## src/rtl/pit_bus_if.sv

```systemverilog
// IPIF slave bus bundle for the multi-channel interval timer: CE-decoded
// register accesses in, same-cycle data/ack/error out.
interface pit_bus_if #(
  parameter int NUM_REGS = 13
);
  logic [31:0]         Bus2IP_Data;
  logic [3:0]          Bus2IP_BE;
  logic [NUM_REGS-1:0] Bus2IP_RdCE;
  logic [NUM_REGS-1:0] Bus2IP_WrCE;
  logic [31:0]         IP2Bus_Data;
  logic                IP2Bus_RdAck;
  logic                IP2Bus_WrAck;
  logic                IP2Bus_Error;

  modport master (
    output Bus2IP_Data, Bus2IP_BE, Bus2IP_RdCE, Bus2IP_WrCE,
    input  IP2Bus_Data, IP2Bus_RdAck, IP2Bus_WrAck, IP2Bus_Error
  );

  modport slave (
    input  Bus2IP_Data, Bus2IP_BE, Bus2IP_RdCE, Bus2IP_WrCE,
    output IP2Bus_Data, IP2Bus_RdAck, IP2Bus_WrAck, IP2Bus_Error
  );
endinterface

```

## src/rtl/pit_multichannel.sv

```systemverilog
// Multi-channel programmable interval timer: NUM_CH down-counters sharing one
// prescaler, sticky expiry status, masked-OR interrupt, IPIF register access.
module pit_multichannel #(
  parameter int NUM_CH   = 4,
  parameter int CNT_W    = 32,
  parameter int PRESCALE = 1
) (
  input  logic     Bus2IP_Clk,
  input  logic     Bus2IP_Reset,
  pit_bus_if.slave bus,
  output logic     IP_Interupt
);
  localparam int NUM_REGS = 3*NUM_CH+1;
  localparam int PS_W     = (PRESCALE > 1) ? $clog2(PRESCALE) : 1;

  logic [NUM_REGS-1:0] rd_sel, wr_sel;
  logic                wr_count_hit, wr_ok, tick;
  logic [PS_W-1:0]     ps_q, ps_d;
  logic [2:0]          ctrl_q [NUM_CH];
  logic [2:0]          ctrl_d [NUM_CH];
  logic [CNT_W-1:0]    period_q [NUM_CH];
  logic [CNT_W-1:0]    period_d [NUM_CH];
  logic [CNT_W-1:0]    count_q [NUM_CH];
  logic [CNT_W-1:0]    count_d [NUM_CH];
  logic [NUM_CH-1:0]   status_q, status_d, expire, w1c, irq_en;
  logic                irq_q, irq_d;
  logic [31:0]         merged, rdata;

  function automatic logic [31:0] be_merge(input logic [31:0] old_v,
                                           input logic [31:0] new_v,
                                           input logic [3:0]  be);
    logic [31:0] res;
    for (int b = 0; b < 4; b++)
      res[8*b +: 8] = be[b] ? new_v[8*b +: 8] : old_v[8*b +: 8];
    return res;
  endfunction

  // CE vectors are MSB-first; flip so bit k addresses register k.
  always_comb begin
    rd_sel       = '0;
    wr_sel       = '0;
    wr_count_hit = 1'b0;
    for (int k = 0; k < NUM_REGS; k++) begin
      rd_sel[k] = bus.Bus2IP_RdCE[NUM_REGS-1-k];
      wr_sel[k] = bus.Bus2IP_WrCE[NUM_REGS-1-k];
    end
    for (int c = 0; c < NUM_CH; c++)
      wr_count_hit = wr_count_hit | wr_sel[3+3*c];
    wr_ok = $onehot(bus.Bus2IP_WrCE) && !wr_count_hit;
  end

  always_comb begin
    tick     = (ps_q == PS_W'(PRESCALE-1));
    ps_d     = tick ? '0 : ps_q + PS_W'(1);
    ctrl_d   = ctrl_q;
    period_d = period_q;
    count_d  = count_q;
    expire   = '0;
    merged   = '0;
    irq_en   = '0;
    w1c      = (wr_ok && wr_sel[0] && bus.Bus2IP_BE[0]) ? bus.Bus2IP_Data[NUM_CH-1:0] : '0;
    for (int c = 0; c < NUM_CH; c++) begin
      irq_en[c] = ctrl_q[c][1];
      if (wr_ok && wr_sel[1+3*c] && bus.Bus2IP_BE[0])
        ctrl_d[c] = bus.Bus2IP_Data[2:0];
      if (wr_ok && wr_sel[2+3*c]) begin
        merged      = be_merge(32'(period_q[c]), bus.Bus2IP_Data, bus.Bus2IP_BE);
        period_d[c] = merged[CNT_W-1:0];
      end
      // Enable edges written by software take priority over counting.
      if (!ctrl_q[c][0] && ctrl_d[c][0]) begin
        count_d[c] = period_d[c];
      end else if (ctrl_q[c][0] && !ctrl_d[c][0]) begin
        count_d[c] = '0;
      end else if (ctrl_q[c][0] && tick) begin
        if (count_q[c] > CNT_W'(1)) begin
          count_d[c] = count_q[c] - CNT_W'(1);
        end else if (count_q[c] == CNT_W'(1)) begin
          expire[c] = 1'b1;
          if (ctrl_q[c][2]) begin
            count_d[c] = period_d[c];
          end else begin
            count_d[c]   = '0;
            ctrl_d[c][0] = 1'b0;
          end
        end
      end
    end
    // A fresh expiry beats a simultaneous write-1-to-clear.
    status_d = (status_q & ~w1c) | expire;
    irq_d    = |(status_q & irq_en);
  end

  always_ff @(posedge Bus2IP_Clk) begin
    if (Bus2IP_Reset) begin
      ps_q     <= '0;
      status_q <= '0;
      irq_q    <= 1'b0;
      ctrl_q   <= '{default: '0};
      period_q <= '{default: '0};
      count_q  <= '{default: '0};
    end else begin
      ps_q     <= ps_d;
      status_q <= status_d;
      irq_q    <= irq_d;
      ctrl_q   <= ctrl_d;
      period_q <= period_d;
      count_q  <= count_d;
    end
  end

  always_comb begin
    rdata = rd_sel[0] ? 32'(status_q) : 32'h0;
    for (int c = 0; c < NUM_CH; c++) begin
      if (rd_sel[1+3*c]) rdata = rdata | 32'(ctrl_q[c]);
      if (rd_sel[2+3*c]) rdata = rdata | 32'(period_q[c]);
      if (rd_sel[3+3*c]) rdata = rdata | 32'(count_q[c]);
    end
  end

  assign bus.IP2Bus_Data  = rdata;
  assign bus.IP2Bus_RdAck = |bus.Bus2IP_RdCE;
  assign bus.IP2Bus_WrAck = |bus.Bus2IP_WrCE;
  assign bus.IP2Bus_Error = (|bus.Bus2IP_RdCE && !$onehot(bus.Bus2IP_RdCE)) ||
                            (|bus.Bus2IP_WrCE && (!$onehot(bus.Bus2IP_WrCE) || wr_count_hit));
  assign IP_Interupt      = irq_q;
endmodule
```

## src/flat_wrapper.sv

```systemverilog
// flat-port wrapper written by rule: the top's interface ports become plain ports
module pit_multichannel_flat 
#(
  parameter int NUM_CH   = 4,
  parameter int CNT_W    = 32,
  parameter int PRESCALE = 1
)
  (Bus2IP_Clk, Bus2IP_Reset, IP_Interupt, bus_Bus2IP_Data, bus_Bus2IP_BE, bus_Bus2IP_RdCE, bus_Bus2IP_WrCE, bus_IP2Bus_Data, bus_IP2Bus_RdAck, bus_IP2Bus_WrAck, bus_IP2Bus_Error);
  pit_bus_if bus_i ();
  input  logic Bus2IP_Clk;
  input  logic Bus2IP_Reset;
  output logic IP_Interupt;
  input wire logic [$bits(bus_i.Bus2IP_Data)-1:0] bus_Bus2IP_Data;
  input wire logic [$bits(bus_i.Bus2IP_BE)-1:0] bus_Bus2IP_BE;
  input wire logic [$bits(bus_i.Bus2IP_RdCE)-1:0] bus_Bus2IP_RdCE;
  input wire logic [$bits(bus_i.Bus2IP_WrCE)-1:0] bus_Bus2IP_WrCE;
  output wire logic [$bits(bus_i.IP2Bus_Data)-1:0] bus_IP2Bus_Data;
  output wire logic [$bits(bus_i.IP2Bus_RdAck)-1:0] bus_IP2Bus_RdAck;
  output wire logic [$bits(bus_i.IP2Bus_WrAck)-1:0] bus_IP2Bus_WrAck;
  output wire logic [$bits(bus_i.IP2Bus_Error)-1:0] bus_IP2Bus_Error;
  assign bus_i.Bus2IP_Data = bus_Bus2IP_Data;
  assign bus_i.Bus2IP_BE = bus_Bus2IP_BE;
  assign bus_i.Bus2IP_RdCE = bus_Bus2IP_RdCE;
  assign bus_i.Bus2IP_WrCE = bus_Bus2IP_WrCE;
  assign bus_IP2Bus_Data = bus_i.IP2Bus_Data;
  assign bus_IP2Bus_RdAck = bus_i.IP2Bus_RdAck;
  assign bus_IP2Bus_WrAck = bus_i.IP2Bus_WrAck;
  assign bus_IP2Bus_Error = bus_i.IP2Bus_Error;
  pit_multichannel #(.NUM_CH(NUM_CH), .CNT_W(CNT_W), .PRESCALE(PRESCALE)) u_core (.Bus2IP_Clk(Bus2IP_Clk), .Bus2IP_Reset(Bus2IP_Reset), .bus(bus_i), .IP_Interupt(IP_Interupt));
endmodule
```

## config.mk

```make
export PLATFORM = sky130hd
export DESIGN_NAME = pit_multichannel_flat
export DESIGN_NICKNAME = d
export VERILOG_FILES = /design/src/rtl/pit_bus_if.sv /design/src/rtl/pit_multichannel.sv /design/src/flat_wrapper.sv
export SDC_FILE = /design/constraint.sdc
export NUM_CORES = 1
export LEC_CHECK = 0
export ABC_AREA = 0
export BUFFER_PORTS_ARGS = -buffer_cell sky130_fd_sc_hd__buf_2
export CELL_PAD_IN_SITES_DETAIL_PLACEMENT = 1
export CELL_PAD_IN_SITES_GLOBAL_PLACEMENT = 2
export CORE_MARGIN = 4
export CORE_UTILIZATION = 34
export DETAILED_ROUTE_END_ITERATION = 10
export PLACE_DENSITY = 0.74
export SLEW_MARGIN = 20
export SYNTH_ARGS = -nofsm -noshare
export SYNTH_HDL_FRONTEND = slang
export SYNTH_SLANG_ARGS = --single-unit
```

## constraint.sdc

```tcl
create_clock -name Bus2IP_Clk -period 7.04 [get_ports Bus2IP_Clk]
set_clock_uncertainty 0.15 [all_clocks]
set_input_delay 0.352 -clock Bus2IP_Clk [delete_from_list [all_inputs] [get_ports Bus2IP_Clk]]
set_output_delay 0.352 -clock Bus2IP_Clk [all_outputs]
set_load 0.02 [all_outputs]
```

After elaboration in Yosys (flattened, before gate mapping) --
Cells that the tools add are included.
Storage, ports and cells: register bits 274, bits of input ports 64, output and inout port bits 36, word-level logic and storage cells 242
Operators by class: add/subtract/negate cells 29, $lt $le $gt $ge 4, eq/ne operators 6, mux-type cells 106, bitwise logic cells 20, reduce and logical (&&, ||, !) cells 58
Operators with widths (number):
- $mux W32 | 40
- $or A32 B32 Y32 | 8
- $eq A32 B1 Y1 const B | 4
- $gt A32 B1 Y1 const B | 4
- $mux W8 | 16
- $sub A32 B1 Y32 const B | 4
- $or A32 B3 Y32 | 3
- $mux W1 | 48
- $add A4 B4 Y4 | 10
- $logic_and A1 B1 Y1 | 29
- $reduce_or A13 Y1 | 2
- $add A1 B1 Y2 | 12
- $reduce_bool A4 Y1 | 4
- $reduce_bool A3 Y1 | 4
- $logic_not A1 Y1 | 11
- $add A4 B1 Y4 | 2
- $and A4 B4 Y4 | 2
- $eq A4 B1 Y1 const B | 2
- $mux W4 | 2
- $reduce_and A2 Y1 | 4
- $not A4 Y4 | 1
- $or A4 B3 Y4 | 1
- $or A4 B4 Y4 | 1
- $reduce_or A4 Y1 | 1
- other kinds (5) | 8

Longest topological paths before layout --
depth in word-level cells 25, gate-level depth with buffers 26, depth with buffers taken out 22

Least setup slack after synthesis --
No wires, ideal clock.
path kind input to register, start point input bus_Bus2IP_WrCE[4], end point register u_core.count_q[45] (netlist bit), library setup time 0.076 ns, arrival time 6.716 ns, required time 6.814 ns, path slack 0.098 ns, cell stages on the path 24, buffers on the path 3, cell sequence clkbuf_1 > inv_1 > ha_1 > inv_1 > fa_1 > fa_1 > fa_1 > fa_1 > fa_1 > or4b_2 > nor4_4 > and3_1 > clkbuf_1 > nand2_1 > mux2i_1 > inv_1 > ha_1 > or2_2 > a41oi_1 > clkbuf_1 > o21ai_0 > nand2_1 > nand2_1 > o22ai_1
On the way: cells in the longest elaborated chain, start to end 14, elaborated cells between the ends (all ways) 23, those cells by class add/sub (4); eq/ne (1); mux (8); reduce/logical (10)
Ends and longest elaborated chain:
- from (decl) | line flat_wrapper.sv:16 | input wire logic [$bits(bus_i.Bus2IP_WrCE)-1:0] bus_Bus2IP_WrCE;
- $add A1 B1 Y2 (implied by the code) | line pit_multichannel.sv:49 | wr_ok = $onehot(bus.Bus2IP_WrCE) && !wr_count_hit;
- $add A4 B4 Y4 (implied by the code) (3 in series) | line pit_multichannel.sv:49
- $eq A4 B1 Y1 | line pit_multichannel.sv:49
- $logic_and A1 B1 Y1 | line pit_multichannel.sv:49
- $logic_and A1 B1 Y1 | line pit_multichannel.sv:66 | if (wr_ok && wr_sel[2+3*c]) begin
- $mux W32 | line pit_multichannel.sv:66
- $mux W32 | line pit_multichannel.sv:80 | if (ctrl_q[c][2]) begin
- $mux W32 | line pit_multichannel.sv:78 | end else if (count_q[c] == CNT_W'(1)) begin
- $mux W32 | line pit_multichannel.sv:76 | if (count_q[c] > CNT_W'(1)) begin
- $mux W32 | line pit_multichannel.sv:75 | end else if (ctrl_q[c][0] && tick) begin
- $mux W32 | line pit_multichannel.sv:73 | end else if (ctrl_q[c][0] && !ctrl_d[c][0]) begin
- $mux W32 | line pit_multichannel.sv:71 | if (!ctrl_q[c][0] && ctrl_d[c][0]) begin
- to (signal assigned) | line pit_multichannel.sv:108 | count_q <= count_d;
- to (decl) | line pit_multichannel.sv:23 | logic [CNT_W-1:0] count_q [NUM_CH];
Several ways; a longest one is shown, not always the timed one. The select of a mux whose other input is x is not followed. A chain may end at the register's enable or synchronous reset.

Final worst setup path --
start point input bus_Bus2IP_WrCE[8], end point register u_core.count_q[0] (netlist bit)
On the way: cells in the longest elaborated chain, start to end 14, elaborated cells between the ends (all ways) 23, those cells by class add/sub (4); eq/ne (1); mux (8); reduce/logical (10)
Ends and longest elaborated chain (line):
- $add A1 B1 Y2 (implied by the code) * | pit_multichannel.sv:49
- $add A4 B4 Y4 (implied by the code) * | pit_multichannel.sv:49
- $add A4 B1 Y4 (implied by the code) * | pit_multichannel.sv:49
- $add A4 B4 Y4 (implied by the code) * | pit_multichannel.sv:49
- $eq A4 B1 Y1 * | pit_multichannel.sv:49
- $logic_and A1 B1 Y1 * | pit_multichannel.sv:49
- $logic_and A1 B1 Y1 | pit_multichannel.sv:66
- $mux W32 | pit_multichannel.sv:66
- $mux W32 | pit_multichannel.sv:80
- $mux W32 | pit_multichannel.sv:78
- $mux W32 | pit_multichannel.sv:76
- $mux W32 | pit_multichannel.sv:75
- $mux W32 | pit_multichannel.sv:73
- $mux W32 | pit_multichannel.sv:71
Mark *: on every way between the ends. The rest lies on a longest branch, timed or not. The select of a mux whose other input is x is not followed.

==> impl_metrics.env <==
export IMPL_yosys_warnings=0
export IMPL_drv_cap=0
export IMPL_r2r_slack_ps=3370
export IMPL_worst_pin_slew_ps=1110
export IMPL_place_hpwl_um=55900
export IMPL_hold_end="u_core.period_q[45]$_SDFF_PP0_"
export IMPL_vias=16800
export IMPL_r2r_end="u_core.count_q[31]$_SDFFE_PP0P_"
export IMPL_wl_um=76300
export IMPL_rsz0062_at_grt="yes"
export IMPL_grt_max_degree=110
export IMPL_clk_path_buf_depth=3
export IMPL_first_global_vias=16400
export IMPL_cts_tree="done"
export IMPL_finalCritPeriodShare_pct=96.7
export IMPL_num_rows=79
export IMPL_internal_power_mw=2.78
export IMPL_setup_viol=0
export IMPL_combPwrFrac_pct=10.4
export IMPL_diodes=0
export IMPL_seqPwrFrac_pct=40.9
export IMPL_async_flop_share_pct=0
export IMPL_placed_cells=2574
export IMPL_syn_avg_cell_area_um2=8.17
export IMPL_peakVddDrop_uv=179
export IMPL_drtAntennaViolNets=0
export IMPL_seq_area_um2=5490
export IMPL_io_pin_count=100
export IMPL_critPathKind="primary input to flop"
export IMPL_critical_path_endpoint_type="flop"
export IMPL_cellPowerDensity_nw_per_um2=205
export IMPL_die_w_um=225
export IMPL_grt_overflow_total=0
export IMPL_holdWs_ps=35.2
export IMPL_initialDrtViolationCount=1716
export IMPL_antenna_found_initial=0
export IMPL_status="completed"
export IMPL_synth_edf_count=0
export IMPL_cts_root_buf="clkbuf_16"
export IMPL_wire_per_inst_um=28.9
export IMPL_ys_top_cells_by_count="nor2_1 (284), dfxtp_1 (274), a22oi_1 (137)"
export IMPL_required_ps=7350
export IMPL_grt_use_total_pct=29.0
export IMPL_numClockSinks=274
export IMPL_vias_per_cell=6.36
export IMPL_r2r_start="u_core.count_q[12]$_SDFFE_PP0P_"
export IMPL_dr_pass1_iters=7
export IMPL_layoutNonFillerInstCount=2643
export IMPL_netlist_area_um2=16000
export IMPL_post_synth_top_area_fraction_pct=34.4
export IMPL_layout_drive_gt1_share_pct=13.7
export IMPL_synth_largest_area_cell="dfxtp_1"
export IMPL_cts_buffers=36
export IMPL_start_kind="primary input"
export IMPL_period_minus_slack_ps=6810
export IMPL_p_sw_share_pct=27.1
export IMPL_fillers=5530
export IMPL_drc=0
export IMPL_dieHeight_um=225
export IMPL_synth_most_common_cell="nor2_1"
export IMPL_design_area_um2=18500
export IMPL_design_core_area_um2=46500
export IMPL_hold_depth=3
export IMPL_synth_area_top_cells="dfxtp_1 (34%), mux2i_1 (8.1%), nor2_1 (6.7%), a22oi_1 (6.4%), o21ai_0 (3.9%)"
export IMPL_final_max_slew_viol_count=0
export IMPL_synthFlopType="dfxtp_1"
export IMPL_hold_path_class="primary input to flop"
export IMPL_area_growth_pct=16.2
export IMPL_place_ws_ps=-69.7
export IMPL_grt_pass1_wl_um=111000
export IMPL_power_leakage_nw=7.72
export IMPL_power_frac_clock_pct=48.7
export IMPL_port_buffers=99
export IMPL_cp_max_fo=21
export IMPL_dpl_instance_area_um2=17200
export IMPL_ys_seq_area_share_pct=34.4
export IMPL_hp_start="bus_Bus2IP_Data[13]"
export IMPL_gp_congestion=0.923
export IMPL_finalPower_mw=3.81
export IMPL_start_util_pct=34.4
export IMPL_setup_tns_ps=0
export IMPL_slew_limit_headroom_pct=25.4
export IMPL_syn_nets=2081
export IMPL_p_switching_mw=1.03
export IMPL_synth_seq_cells=274
export IMPL_htree_levels=2
export IMPL_multiInputGateArea_um2=9750
export IMPL_rr_worst_depth=8
export IMPL_netlist_instances=1955
export IMPL_cp_data_arrival_time_ps=7120
export IMPL_setup_ws_ps=233
export IMPL_crit_start="bus_Bus2IP_WrCE[8]"
export IMPL_clk_pin_slew_ps=60
export IMPL_die_area_um2=50500
export IMPL_ys_types=72
export IMPL_hold_violations=0
export IMPL_clock_latency_ps=550
export IMPL_fin_util_pct=39.9
export IMPL_final_nets=2136
export IMPL_fmaxAchievable_mhz=147
export IMPL_cts_setup_buffers=0
-- worst max path at each step --
stage | endpoint | slack, ps | depth (start not counted)
2_1_floorplan | u_core.count_q[45]$_SDFFE_PP0P_ | 100 | 24
3_3_place_gp | u_core.count_q[28]$_SDFFE_PP0P_ | 130 | 22
3_5_place_dp | u_core.count_q[17]$_SDFFE_PP0P_ | -70 | 22
4_1_cts | u_core.count_q[28]$_SDFFE_PP0P_ | 20 | 23
5_1_grt | u_core.count_q[54]$_SDFFE_PP0P_ | -40 | 24
6_report | u_core.count_q[0]$_SDFFE_PP0P_ | 230 | 24
-- cells in the final DEF (no fill, tap or decap), drive strengths merged, types with 6 or more instances in the layout --
cell type and n:
a221oi 10, dfxtp 274, a222oi 7, ha 46, inv 84, nor4 40, o22ai 54, or2 8
xnor2 12, nand4 45, or3 17, and2 9, and3 6, o21ai 135, o221ai 18, clkbuf 53
mux2i 129, clkinv 9, or4 23, nor2 284, a22oi 137, nor3 67, nand2 92, a21oi 84
a32o 21, buf 157, nand3 39, o2111ai 13, o32ai 24, a31oi 26, o32a 8, fa 16
nand2b 6, xor2 11
-- kinds of logic (layout without fill, tap and decap cells) --
logic type,Yosys count,in the layout,synth area share [%]
flip-flops,274,274,34.4
AND/OR/NAND/NOR,657,657,19.9
multiplexers,133,133,8.37
buffers and inverters,230,310,5.63
AO/OA/AOI/OAI,575,576,24.9
other,1,1,0.0235
XOR/XNOR,23,23,1.26
adder cells (fa/ha/maj),62,62,5.61
-- flip-flops by register name, summed over array words and instances, names as in the netlist --
register and cells:
u_core.ps_q 1, u_core.IP_Interupt 1, u_core.period_q 128, u_core.status_q 4, u_core.ctrl_q 12, u_core.count_q 128
-- per-layer routing --
layer	wire length, um	GRT usage [%]	vias to the layer above
li1	-	-	7420
met5	0	0	-
met2	33300	44.5	705
met4	2440	8.38	0
met3	5750	3.69	115
met1	34800	42.6	8572
-- critical path, cell delays in order --
cell and delay, ps:
dlygate4sd3_1 510, buf_2 150, inv_1 60, ha_1 280, inv_1 80, fa_1 440, fa_1 540, fa_1 440
fa_2 370, fa_1 540, or4b_2 630, nor4_4 250, and3_1 210, buf_4 180, nand2_1 120, mux2i_2 200
ha_2 240, nand2b_1 180, or4_1 430, o21ba_4 310, buf_4 200, o221ai_1 150, o21ai_0 110, nor2_1 110
-- repair_timing --
item	4_1_cts	5_1_grt
hold endpoints to repair	8	0
hold buffers	4	0
gates resized for setup	0	19
endpoints found under the setup margin	0	90
-- power by group through the flow --
| stage | Sequential (mW) | Combinational, mW | Clock [mW] |
|---|---|---|---|
| floorplan | 1.59 | 0.240 | 0 |
| global placement | 1.59 | 0.372 | 0 |
| detailed placement | 1.59 | 0.387 | 0 |
| CTS | 1.56 | 0.391 | 1.88 |
| global route | 1.56 | 0.428 | 1.94 |
| finish | 1.56 | 0.394 | 1.86 |
-- area by class of cell --
type	instances	area share [%]
clock buffer	52	5.78
clock inverter	12	0.506
timing repair buffer	162	5.79
tap	607	4.10
inverter	84	1.70
multi-input combinational	1452	52.6
sequential	274	29.6
Note: power is estimated with default switching activity, not from simulation.
